**src/rtl/traffic_lamp_guard.sv**
```systemverilog
// traffic_lamp_guard
// Safety stage behind the traffic-light state machine. It registers the lamp
// requests and uses them to drive the lamps. It rejects requests that are not
// one-hot, that step out of order, or that change a lamp too early. On a
// violation it latches a fault code and flashes yellow. The fault stays until
// an operator clear is accepted while red alone is requested, followed by a
// red-only recovery window.
module traffic_lamp_guard #(
    parameter int MIN_DWELL  = 4,
    parameter int FLASH_HALF = 8
) (
    input  logic       clk,
    input  logic       reset_n,
    input  logic       red_in,
    input  logic       yellow_in,
    input  logic       green_in,
    input  logic       fault_clear,
    output logic       red_out,
    output logic       yellow_out,
    output logic       green_out,
    output logic       fault,
    output logic [1:0] fault_code
);

    localparam int DW = $clog2(MIN_DWELL + 1);
    localparam int FW = (FLASH_HALF > 1) ? $clog2(FLASH_HALF) : 1;
    localparam logic [DW-1:0] DWELL_MAX  = DW'(MIN_DWELL);
    localparam logic [DW-1:0] CNT_ONE    = DW'(1);
    localparam logic [FW-1:0] FLASH_LAST = FW'(FLASH_HALF - 1);
    localparam logic [FW-1:0] FLASH_ONE  = FW'(1);

    localparam logic [1:0] CODE_NONE    = 2'b00;
    localparam logic [1:0] CODE_PATTERN = 2'b01;
    localparam logic [1:0] CODE_SEQ     = 2'b10;
    localparam logic [1:0] CODE_DWELL   = 2'b11;

    typedef enum logic [1:0] {
        ST_NORMAL  = 2'd0,
        ST_FAULT   = 2'd1,
        ST_RECOVER = 2'd2
    } state_t;

    typedef enum logic [1:0] {
        LAMP_RED    = 2'd0,
        LAMP_GREEN  = 2'd1,
        LAMP_YELLOW = 2'd2
    } lamp_t;

    // Request vector ordering is {red, yellow, green}.
    function automatic logic is_one_hot(input logic [2:0] req);
        logic result;
        case (req)
            3'b100, 3'b010, 3'b001: result = 1'b1;
            default:                result = 1'b0;
        endcase
        return result;
    endfunction

    function automatic lamp_t lamp_of(input logic [2:0] req);
        lamp_t result;
        case (req)
            3'b010:  result = LAMP_YELLOW;
            3'b001:  result = LAMP_GREEN;
            default: result = LAMP_RED;
        endcase
        return result;
    endfunction

    // The only legal changes are R->G, G->Y and Y->R.
    function automatic logic step_is_legal(input lamp_t from_lamp, input lamp_t to_lamp);
        logic result;
        case (from_lamp)
            LAMP_RED:    result = (to_lamp == LAMP_GREEN);
            LAMP_GREEN:  result = (to_lamp == LAMP_YELLOW);
            LAMP_YELLOW: result = (to_lamp == LAMP_RED);
            default:     result = 1'b0;
        endcase
        return result;
    endfunction

    state_t        state_r,      state_nxt_s;
    lamp_t         acc_lamp_r,   acc_lamp_nxt_s;
    logic [DW-1:0] dwell_cnt_r,  dwell_cnt_nxt_s;
    logic [DW-1:0] rec_cnt_r,    rec_cnt_nxt_s;
    logic [FW-1:0] flash_cnt_r,  flash_cnt_nxt_s;
    logic          red_r,        red_nxt_s;
    logic          yellow_r,     yellow_nxt_s;
    logic          green_r,      green_nxt_s;
    logic          fault_r,      fault_nxt_s;
    logic [1:0]    code_r,       code_nxt_s;

    logic [2:0]    req_s;
    logic          red_only_s;
    lamp_t         in_lamp_s;
    logic [1:0]    viol_code_s;

    assign req_s      = {red_in, yellow_in, green_in};
    assign red_only_s = (req_s == 3'b100);
    assign in_lamp_s  = lamp_of(req_s);

    assign red_out    = red_r;
    assign yellow_out = yellow_r;
    assign green_out  = green_r;
    assign fault      = fault_r;
    assign fault_code = code_r;

    // Classify the current request. Only the highest-priority violation is reported.
    always_comb begin
        viol_code_s = CODE_NONE;
        if (!is_one_hot(req_s)) begin
            viol_code_s = CODE_PATTERN;
        end else if (in_lamp_s == acc_lamp_r) begin
            viol_code_s = CODE_NONE;
        end else if (!step_is_legal(acc_lamp_r, in_lamp_s)) begin
            viol_code_s = CODE_SEQ;
        end else if (dwell_cnt_r < DWELL_MAX) begin
            viol_code_s = CODE_DWELL;
        end else begin
            viol_code_s = CODE_NONE;
        end
    end

    // Next-state and next-output logic for NORMAL / FAULT / RECOVER.
    always_comb begin
        state_nxt_s     = state_r;
        acc_lamp_nxt_s  = acc_lamp_r;
        dwell_cnt_nxt_s = dwell_cnt_r;
        rec_cnt_nxt_s   = rec_cnt_r;
        flash_cnt_nxt_s = flash_cnt_r;
        red_nxt_s       = red_r;
        yellow_nxt_s    = yellow_r;
        green_nxt_s     = green_r;
        fault_nxt_s     = fault_r;
        code_nxt_s      = code_r;

        case (state_r)
            ST_NORMAL: begin
                if (viol_code_s != CODE_NONE) begin
                    state_nxt_s     = ST_FAULT;
                    fault_nxt_s     = 1'b1;
                    code_nxt_s      = viol_code_s;
                    red_nxt_s       = 1'b0;
                    yellow_nxt_s    = 1'b1;
                    green_nxt_s     = 1'b0;
                    flash_cnt_nxt_s = '0;
                end else begin
                    red_nxt_s    = red_in;
                    yellow_nxt_s = yellow_in;
                    green_nxt_s  = green_in;
                    fault_nxt_s  = 1'b0;
                    code_nxt_s   = CODE_NONE;
                    if (in_lamp_s == acc_lamp_r) begin
                        if (dwell_cnt_r < DWELL_MAX) begin
                            dwell_cnt_nxt_s = dwell_cnt_r + CNT_ONE;
                        end else begin
                            dwell_cnt_nxt_s = DWELL_MAX;
                        end
                    end else begin
                        acc_lamp_nxt_s  = in_lamp_s;
                        dwell_cnt_nxt_s = CNT_ONE;
                    end
                end
            end

            ST_FAULT: begin
                red_nxt_s   = 1'b0;
                green_nxt_s = 1'b0;
                if (fault_clear && red_only_s) begin
                    state_nxt_s   = ST_RECOVER;
                    fault_nxt_s   = 1'b0;
                    code_nxt_s    = CODE_NONE;
                    red_nxt_s     = 1'b1;
                    yellow_nxt_s  = 1'b0;
                    rec_cnt_nxt_s = CNT_ONE;
                end else if (flash_cnt_r == FLASH_LAST) begin
                    flash_cnt_nxt_s = '0;
                    yellow_nxt_s    = ~yellow_r;
                end else begin
                    flash_cnt_nxt_s = flash_cnt_r + FLASH_ONE;
                end
            end

            ST_RECOVER: begin
                red_nxt_s    = 1'b1;
                yellow_nxt_s = 1'b0;
                green_nxt_s  = 1'b0;
                if (!red_only_s) begin
                    state_nxt_s     = ST_FAULT;
                    fault_nxt_s     = 1'b1;
                    code_nxt_s      = CODE_DWELL;
                    red_nxt_s       = 1'b0;
                    yellow_nxt_s    = 1'b1;
                    flash_cnt_nxt_s = '0;
                end else if (rec_cnt_r == DWELL_MAX) begin
                    state_nxt_s     = ST_NORMAL;
                    acc_lamp_nxt_s  = LAMP_RED;
                    dwell_cnt_nxt_s = DWELL_MAX;
                end else begin
                    rec_cnt_nxt_s = rec_cnt_r + CNT_ONE;
                end
            end

            default: begin
                state_nxt_s     = ST_NORMAL;
                acc_lamp_nxt_s  = LAMP_RED;
                dwell_cnt_nxt_s = DWELL_MAX;
                rec_cnt_nxt_s   = '0;
                flash_cnt_nxt_s = '0;
                red_nxt_s       = 1'b1;
                yellow_nxt_s    = 1'b0;
                green_nxt_s     = 1'b0;
                fault_nxt_s     = 1'b0;
                code_nxt_s      = CODE_NONE;
            end
        endcase
    end

    // State, counter and lamp registers. Reset selects steady red, with a change allowed at once.
    always_ff @(posedge clk or negedge reset_n) begin
        if (!reset_n) begin
            state_r     <= ST_NORMAL;
            acc_lamp_r  <= LAMP_RED;
            dwell_cnt_r <= DWELL_MAX;
            rec_cnt_r   <= '0;
            flash_cnt_r <= '0;
            red_r       <= 1'b1;
            yellow_r    <= 1'b0;
            green_r     <= 1'b0;
            fault_r     <= 1'b0;
            code_r      <= CODE_NONE;
        end else begin
            state_r     <= state_nxt_s;
            acc_lamp_r  <= acc_lamp_nxt_s;
            dwell_cnt_r <= dwell_cnt_nxt_s;
            rec_cnt_r   <= rec_cnt_nxt_s;
            flash_cnt_r <= flash_cnt_nxt_s;
            red_r       <= red_nxt_s;
            yellow_r    <= yellow_nxt_s;
            green_r     <= green_nxt_s;
            fault_r     <= fault_nxt_s;
            code_r      <= code_nxt_s;
        end
    end

endmodule

```
**config.mk**
```make
export PLATFORM = sky130hd
export DESIGN_NAME = traffic_lamp_guard
export DESIGN_NICKNAME = d
export VERILOG_FILES = /design/src/rtl/traffic_lamp_guard.sv
export SDC_FILE = /design/constraint.sdc
export NUM_CORES = 1
export LEC_CHECK = 0
export ABC_AREA = 1
export BUFFER_PORTS_ARGS = -buffer_cell sky130_fd_sc_hd__buf_2
export CAP_MARGIN = 20
export CORE_UTILIZATION = 40
export CTS_BUF_LIST = sky130_fd_sc_hd__clkbuf_8
export CTS_CLUSTER_SIZE = 10
export DETAILED_ROUTE_END_ITERATION = 16
export HOLD_SLACK_MARGIN = 0.08
export PLACE_DENSITY = 0.58
export SLEW_MARGIN = 20
export SYNTH_ARGS = -nofsm -noshare
export SYNTH_HDL_FRONTEND = slang
export SYNTH_SLANG_ARGS = --single-unit
```
**constraint.sdc**
```tcl
create_clock -name clk -period 2.3 [get_ports clk]
set_clock_uncertainty 0.2 [all_clocks]
set_input_delay 0.46 -clock clk [delete_from_list [all_inputs] [get_ports clk]]
set_output_delay 0.46 -clock clk [all_outputs]
set_load 0.005 [all_outputs]
```
==> impl_metrics.json, run 1 <==
{
  "status": "finished clean",
  "power_density_nw_per_um2": 1210,
  "syn-num-nets": 173,
  "fmax_mhz": 511,
  "drive_gt1_share_pct": 31.4,
  "synth-seq-cells": 19,
  "ys.warnings.count": 0,
  "hold_end": "red_out",
  "whs_path_depth": 3,
  "core_um2": 3130,
  "hp-class": "in -> reg",
  "via_per_inst": 4.82,
  "fin_ws_ns": 0.343,
  "design_area_um2": 1500,
  "clockRootBuffer": "clkbuf_8",
  "synth_most_common_cell": "nand2_1",
  "syn2layout_area_growth_pct": 11.6,
  "grt.total_usage_pct": 16.3,
  "r2r_start": "state_r[0]",
  "place_congestion": 0.852,
  "slew_viol_final": 0,
  "grt_overflow": 0,
  "criticalPathCategory": "reg -> reg",
  "cts.sinks": 19,
  "vias": 1041,
  "rr_worst_depth": 8,
  "synth_area_leaders": "dfrtp_1, nand2_1, ha_1, inv_1, nand2_2",
  "endpoint_kind": "flip-flop",
  "io_pins": 12,
  "maxSlewHeadroom_pct": 71.4,
  "hold_viol_final": 0,
  "drc": 0,
  "leakagePower_nw": 0.747,
  "insertion_delay_ns": 0.26,
  "crit_chain": "inv_1 > ha_1 > inv_1 > a21oi_1 > nor3_2 > nand4_1 > nand2_1 > nand2_1",
  "synthFlopType": "dfrtp_1",
  "cap_violations": 0,
  "htree_levels": 1,
  "drt-initial-drc-count": 37,
  "layout_min_cycle_time_ns": 1.96,
  "place_ws_ns": 0.349,
  "wl_per_cell_um": 11.3,
  "cts_buffers": 3,
  "final_nets": 188,
  "rows": 20,
  "die-area_um2": 3590,
  "ys_seq_area_share_pct": 35.6,
  "clk_path_buf_depth": 2,
  "synth_top_area_share_pct": 31.7,
  "postCtsSetupBuffers": 0,
  "max_stage_delay_ns": 0.40,
  "crit_slowest_cell": "dfrtp_1",
  "fin_setup_tns_ns": 0,
  "dieWidth_um": 59.9,
  "floorplan.initialDensity_pct": 42.9,
  "dr.pass1.iters": 4,
  "async_reset_ff_share_pct": 100,
  "final_util_pct": 47.8,
  "grt_pass1_wl_um": 4380,
  "setup_viol": 0,
  "die_h_um": 59.9,
  "tightest_slew_ns": 0.428,
  "antenna_found_initial": 0,
  "hp-start": "red_in",
  "finalPower_mw": 1.82,
  "ir_worst_vdd_v": 0.000537,
  "yosys.area.top_type": "dfrtp_1",
  "totalWireLength_um": 2430,
  "ys_top_cells_by_count": "nand2_1, inv_1, dfrtp_1",
  "ff2ff_setup_slack_ns": 0.34,
  "cp.arrival_ns": 1.91,
  "port_buffers": 11,
  "synth_edf_count": 0,
  "grt_max_degree": 20,
  "synthCells": 158,
  "rsz0062_at_grt": "false",
  "worstSetupStartpointType": "flip-flop",
  "avgSynthCellArea_um2": 8.49,
  "path_max_fanout": 5,
  "r2r_end": "acc_lamp_r[1]",
  "place_hpwl_um": 1990,
  "cp.required_ns": 2.25,
  "fillCellCount": 309,
  "grt_pass1_vias": 972,
  "ant_nets": 0,
  "yosys.cell_types.count": 29,
  "cts_tree": "built",
  "synth.cell_area_um2": 1340,
  "finalCritPeriodShare_pct": 85.1,
  "antenna_cells": 0,
  "clk_pin_slew_ns": 0.08,
  "dpl_cell_area_um2": 1440
}
state kept, by name (all words and copies together) (netlist names):
name	count
dwell_cnt_r	3
flash_cnt_r	3
state_r	2
fault_code	2
rec_cnt_r	3
red_out	1
yellow_out	1
acc_lamp_r	2
fault	1
green_out	1
worst max-delay path: cells and delay by family, from the launching register on:
family | cells | cell delay [ns]
and+or+nand+nor | 4 | 0.61
buffers and inverters | 2 | 0.26
DFF | 1 | 0.40
AOI/OAI and AO/OA | 1 | 0.09
adders and majority gates | 1 | 0.29
layout by cell type (no fill, tap or decap), types with 2 or more instances in the layout:
cell	synthesis	routed
a21oi_1	2	2
buf_2	0	11
clkbuf_8	0	3
dfrtp_1	17	17
dfstp_2	2	2
ha_1	9	9
inv_1	20	20
inv_2	3	3
nand2_1	33	33
nand2_2	12	12
nand2_4	2	2
nand3_1	6	6
nand3_2	6	6
nand3_4	3	3
nand4_1	7	7
nor2_1	9	9
o21ai_0	7	7
o21ai_1	4	4
o21ai_2	4	4
worst max path at each step:
stage                    end        from  cells after the start  slack, ns
2_1_floorplan  acc_lamp_r[0]  state_r[0]                      9       0.60
3_3_place_gp   acc_lamp_r[1]    green_in                     10       0.36
3_5_place_dp   acc_lamp_r[1]    green_in                     12       0.35
5_1_grt         rec_cnt_r[1]  state_r[0]                      9       0.15
6_report       acc_lamp_r[1]  state_r[0]                      8       0.34
4_1_cts        acc_lamp_r[1]  state_r[0]                      8       0.35
stage by stage:
step,std cells,hold WS (ns)
5_1_grt,216,0.291
2_1_floorplan,158,-0.0356
4_1_cts,216,0.260
6_report,216,0.259
3_5_place_dp,211,0.229
3_3_place_gp,211,0.225
routing by layer:
metal  global-route usage [%]  wire (µm)  up-vias
li1                         -          -      540
met1                     22.3       1230      487
met2                     26.5       1110       12
met3                     3.90         73        2
met4                     2.99         19        0
met5                        0          0        -
where the power goes:
group          internal, mW  switching [mW]  total (mW)  leakage (nW)
combinational         0.374           0.639        1.01         0.476
clock                 0.121           0.116       0.236        0.0255
sequential            0.470          0.0960       0.566         0.245
repair_timing:
| action | in CTS | in global routing |
|---|---|---|
| endpoints found under the hold margin | 17 | 0 |
| resized for setup | 0 | 0 |
| hold buffers | 1 | 0 |
area by class of cell:
class | instances | area, µm² | area share [%]
clock inverter | 1 | 5.00 | 0.334
timing repair buffer | 12 | 65.1 | 4.35
multi-input combinational | 113 | 759 | 50.8
tap | 44 | 55.1 | 3.68
inverter | 24 | 92.6 | 6.19
clock buffer | 3 | 41.3 | 2.76
sequential | 19 | 478 | 31.9
cells by family after synthesis:
| logic type | synth area share (%) |
|---|---|
| compound gates | 10.1 |
| xor+xnor | 0.653 |
| simple gates | 37.5 |
| fa+ha+maj | 8.40 |
| buf+inv | 7.74 |
| flops | 35.6 |
(Power assumes the default switching activity.)
==> run 2: changes to the inputs <==
Settings changed: PLACE_DENSITY 0.58 to unset.
==> impl_metrics.json, run 2 (same netlist as run 1, synthesis figures left out) <==
{
  "cts_tree": "built",
  "postCtsSetupBuffers": 0,
  "cp.required_ns": 2.28,
  "via_per_inst": 4.75,
  "p_sw_share_pct": 47.0,
  "status": "finished clean",
  "antenna_found_initial": 0,
  "maxSlewHeadroom_pct": 72.2,
  "hold_viol_final": 0,
  "cts_buffers": 3,
  "insertion_delay_ns": 0.25,
  "floorplan.initialDensity_pct": 42.9,
  "cap_violations": 0,
  "top_regs": "dwell_cnt_r: 3 flops, flash_cnt_r: 3 flops, rec_cnt_r: 3 flops",
  "tightest_slew_ns": 0.417,
  "path_buf_inv": 3,
  "place_inst": 211,
  "fmax_mhz": 517,
  "criticalPathCategory": "reg -> reg",
  "grt_max_degree": 20,
  "leakagePower_nw": 0.747,
  "r2r_start": "state_r[0]",
  "design_area_um2": 1500,
  "finalCritPeriodShare_pct": 84.1,
  "critPathMostFrequentCell": "inv_1",
  "switching_power_mw": 0.855,
  "crit_chain": "inv_1 > ha_1 > inv_1 > nor2_1 > inv_1 > nand3_2 > a31oi_4 > nand4_1 > o21ai_1",
  "path_max_fanout": 6,
  "drive_gt1_share_pct": 31.4,
  "dr.pass1.iters": 4,
  "fin_cells": 216,
  "final_nets": 188,
  "layout_min_cycle_time_ns": 1.93,
  "rsz0062_at_grt": "false",
  "worstSetupStartpointType": "flip-flop",
  "io_pins": 12,
  "hp-start": "red_in",
  "ir_worst_vdd_v": 0.000609,
  "wl_per_cell_um": 11.4,
  "totalWireLength_um": 2470,
  "fillCellCount": 301,
  "drt-initial-drc-count": 25,
  "drc": 0,
  "cts.sinks": 19,
  "crit_slowest_cell": "dfrtp_1",
  "endpoint_kind": "flip-flop",
  "vias": 1025,
  "p_comb_share_pct": 56.3,
  "layout_common_cells": "nand2_1, inv_1, dfrtp_1",
  "die-area_um2": 3590,
  "grt.total_usage_pct": 16.3,
  "core_um2": 3130,
  "dpl_cell_area_um2": 1440,
  "setup_viol": 0,
  "cp.arrival_ns": 1.92,
  "intPower_mw": 0.966,
  "place_congestion": 0.849,
  "rows": 20,
  "final_common_cell": "nand2_1",
  "grt_pass1_vias": 1033,
  "grt_pass1_wl_um": 4350,
  "antenna_cells": 0,
  "clk_pin_slew_ns": 0.07,
  "max_stage_delay_ns": 0.39,
  "dieWidth_um": 59.9,
  "ant_nets": 0,
  "ff2ff_setup_slack_ns": 0.37,
  "grt_overflow": 0,
  "htree_levels": 1,
  "syn2layout_area_growth_pct": 11.6,
  "clock_power_share_pct": 12.7,
  "place_hpwl_um": 1980,
  "hp-class": "in -> reg",
  "crit_family": "flip-flops",
  "power_density_nw_per_um2": 1220,
  "slew_viol_final": 0,
  "clockRootBuffer": "clkbuf_8",
  "r2r_end": "rec_cnt_r[2]",
  "port_buffers": 11,
  "fin_setup_tns_ns": 0,
  "rr_worst_depth": 9,
  "hold_end": "red_out",
  "whs_path_depth": 3,
  "p_seq_share_pct": 31.1,
  "die_h_um": 59.9,
  "clk_path_buf_depth": 2
}
## run 2: cell counts in the layout (fill, tap and decap cells not counted)
Identical to the previous run, type by type.
## run 2: how the worst max path moves through the flow
stage | from | to | depth (start not counted)
final | state_r[0] | rec_cnt_r[2] | 9
after global routing | state_r[0] | rec_cnt_r[2] | 9
after CTS | state_r[0] | acc_lamp_r[0] | 8
after detailed placement | green_in | state_r[0] | 10
after global placement | green_in | acc_lamp_r[1] | 10
after floorplan | state_r[0] | acc_lamp_r[0] | 9
## run 2: routing by layer
metal / track usage, % / wire length, µm
met1: 19.1 / 1160
met5: 0 / 0
met2: 29.0 / 1210
met3: 4.55 / 64
met4: 3.99 / 39
## run 2: timing repair
action                     in CTS  in global routing
gates resized for setup         0                  0
hold buffers                    1                  0
hold endpoints to repair       17                  0
setup endpoints to repair       0                  0
## run 2: area by class of cell
cell class                      instances  area, µm²  share of cell area [%]
Clock buffer                            3       41.3                    2.76
Clock inverter                          1       5.00                   0.334
Inverter                               24       92.6                    6.19
Multi-Input combinational cell        113        759                    50.8
Sequential cell                        19        478                    31.9
Tap cell                               44       55.1                    3.68
Timing Repair Buffer                   12       65.1                    4.35
## run 2: through the flow
| step | hold WS [ns] | worst slack [ns] | power [mW] | utilization, % |
|---|---|---|---|---|
| 3_3_place_gp | 0.222 | 0.353 | 1.58 | 46.0 |
| 5_1_grt | 0.261 | 0.178 | 2.00 | 47.8 |
| 3_5_place_dp | 0.229 | 0.345 | 1.60 | 46.0 |
| 2_1_floorplan | -0.0356 | 0.601 | 1.38 | - |
| 6_report | 0.248 | 0.365 | 1.82 | 47.8 |
| 4_1_cts | 0.243 | 0.350 | 1.85 | 47.8 |
## run 2: power groups by stage
stage / registers, mW / logic (mW) / clock network (mW)
finish: 0.566 / 1.03 / 0.230
global route: 0.585 / 1.16 / 0.259
CTS: 0.565 / 1.04 / 0.246
detailed placement: 0.571 / 1.02 / 0
global placement: 0.567 / 1.01 / 0
floorplan: 0.557 / 0.824 / 0
## run 2: tightest hold or removal path, delay by kind of cell
kind | cells | cell delay (ns)
buffers and inverters | 1 | 0.13
and+or+nand+nor | 2 | 0.11
==> run 3: changes to the inputs <==
Clock period 2.3 ns to 1.7 ns, I/O delays scaled along.
==> impl_metrics.json, run 3 (same netlist as run 1, synthesis figures left out) <==
{
  "status": "finished clean",
  "vias": 1126,
  "clock_power_share_pct": 10.9,
  "place_hpwl_um": 2190,
  "fin_setup_tns_ns": 0,
  "layout_common_cells": "nand2_1, buf_4, dfrtp_1",
  "place_congestion": 0.776,
  "finalCritPeriodShare_pct": 96.3,
  "slew_viol_final": 0,
  "p_sw_share_pct": 44.5,
  "p_comb_share_pct": 63.0,
  "clockRootBuffer": "clkbuf_8",
  "drt-initial-drc-count": 37,
  "hold_viol_final": 0,
  "drive_gt1_share_pct": 43.8,
  "layout.area.seq_um2": 478,
  "fmax_mhz": 611,
  "die-area_um2": 3590,
  "path_max_fanout": 3,
  "clk_pin_slew_ns": 0.07,
  "worstSetupStartpointType": "flip-flop",
  "drc": 0,
  "place_ws_ns": -0.0942,
  "io_pins": 12,
  "die_h_um": 59.9,
  "cts_tree": "built",
  "endpoint_kind": "flip-flop",
  "rsz0062_at_grt": "true",
  "power_density_nw_per_um2": 1710,
  "dieWidth_um": 59.9,
  "cap_violations": 0,
  "final_util_pct": 55.1,
  "p_seq_share_pct": 26.1,
  "criticalPathCategory": "reg -> reg",
  "antenna_found_initial": 0,
  "floorplan.initialDensity_pct": 42.9,
  "cts_buffers": 3,
  "final_nets": 208,
  "wl_per_cell_um": 11.8,
  "maxSlewHeadroom_pct": 70.7,
  "cp.required_ns": 1.70,
  "clk_path_buf_depth": 2,
  "setup_viol": 0,
  "layout_min_cycle_time_ns": 1.64,
  "tightest_slew_ns": 0.439,
  "ir_worst_vdd_v": 0.000807,
  "grt.total_usage_pct": 18.4,
  "port_buffers": 11,
  "grt_max_degree": 20,
  "fin_ws_ns": 0.0624,
  "insertion_delay_ns": 0.26,
  "grt_pass1_wl_um": 4870,
  "dpl_cell_area_um2": 1580,
  "grt_overflow": 0,
  "totalWireLength_um": 2780,
  "syn2layout_area_growth_pct": 28.5,
  "top_regs": "dwell_cnt_r: 3 flops, flash_cnt_r: 3 flops, rec_cnt_r: 3 flops",
  "holdWs_ns": 0.151,
  "fillCellCount": 281,
  "cp.arrival_ns": 1.64,
  "core_um2": 3130,
  "leakagePower_nw": 0.849,
  "intPower_mw": 1.64,
  "switching_power_mw": 1.31,
  "dr.pass1.iters": 4,
  "cts.sinks": 19,
  "via_per_inst": 4.77,
  "ant_nets": 0,
  "hp-class": "in -> reg",
  "htree_levels": 1,
  "design_area_um2": 1720,
  "grt_pass1_vias": 1117,
  "antenna_cells": 0,
  "rows": 20,
  "multi_input_area_um2": 822,
  "final_common_cell": "nand2_1"
}
run 3: final timing paths:
kind	startpoint	to	slack, ns	cells past startpoint
max in group asynchronous	reset_n	red_out	0.61	2
min in group asynchronous	reset_n	acc_lamp_r[0]	0.35	2
hold / removal	green_in	green_out	0.15	3
setup / recovery	state_r[0]	state_r[0]	0.06	9
hold reg to reg	fault_code[1]	fault_code[1]	0.28	2
setup reg to reg	state_r[0]	state_r[0]	0.06	9
run 3: routing by layer:
metal,vias to the layer above,wire [µm],global-route usage [%]
met2,14,1430,32.1
li1,583,-,-
met4,0,42,6.64
met1,523,1240,22.0
met5,-,0,0
met3,6,62,4.11
run 3: power by group through the flow:
stage	sequential [mW]	combinational, mW	clock [mW]
floorplan	0.754	1.11	0
global placement	0.762	1.61	0
detailed placement	0.769	1.66	0
CTS	0.766	1.67	0.338
global route	0.794	2.09	0.355
finish	0.771	1.86	0.321
run 3: critical path, stage by stage (launching register included):
cell and delay (ns):
dfrtp_1 0.40, inv_2 0.11, ha_4 0.16, inv_4 0.04, nor2_4 0.12, inv_2 0.07, buf_4 0.14, a21oi_1 0.13
nand4_1 0.13, nand2_1 0.08
run 3: metrics by stage:
stage	cells	total power, mW
2_1_floorplan	158	1.87
5_1_grt	236	3.23
3_5_place_dp	228	2.43
3_3_place_gp	228	2.38
6_report	236	2.95
4_1_cts	233	2.77
run 3: area by class of cell:
class	instances	area share [%]
clock buffers	3	2.39
clock inverters	1	0.290
inverters	24	5.52
multi-input cells	113	47.7
flip-flops and latches	19	27.7
repair buffers	32	13.2
well taps	44	3.19
run 3: repair_timing:
action                     CTS  global route
hold buffers                 1             0
resized for setup            3            14
pin swaps                    3             6
setup endpoints to repair    9            15
hold endpoints to repair    17             0
buffers inserted             0             3
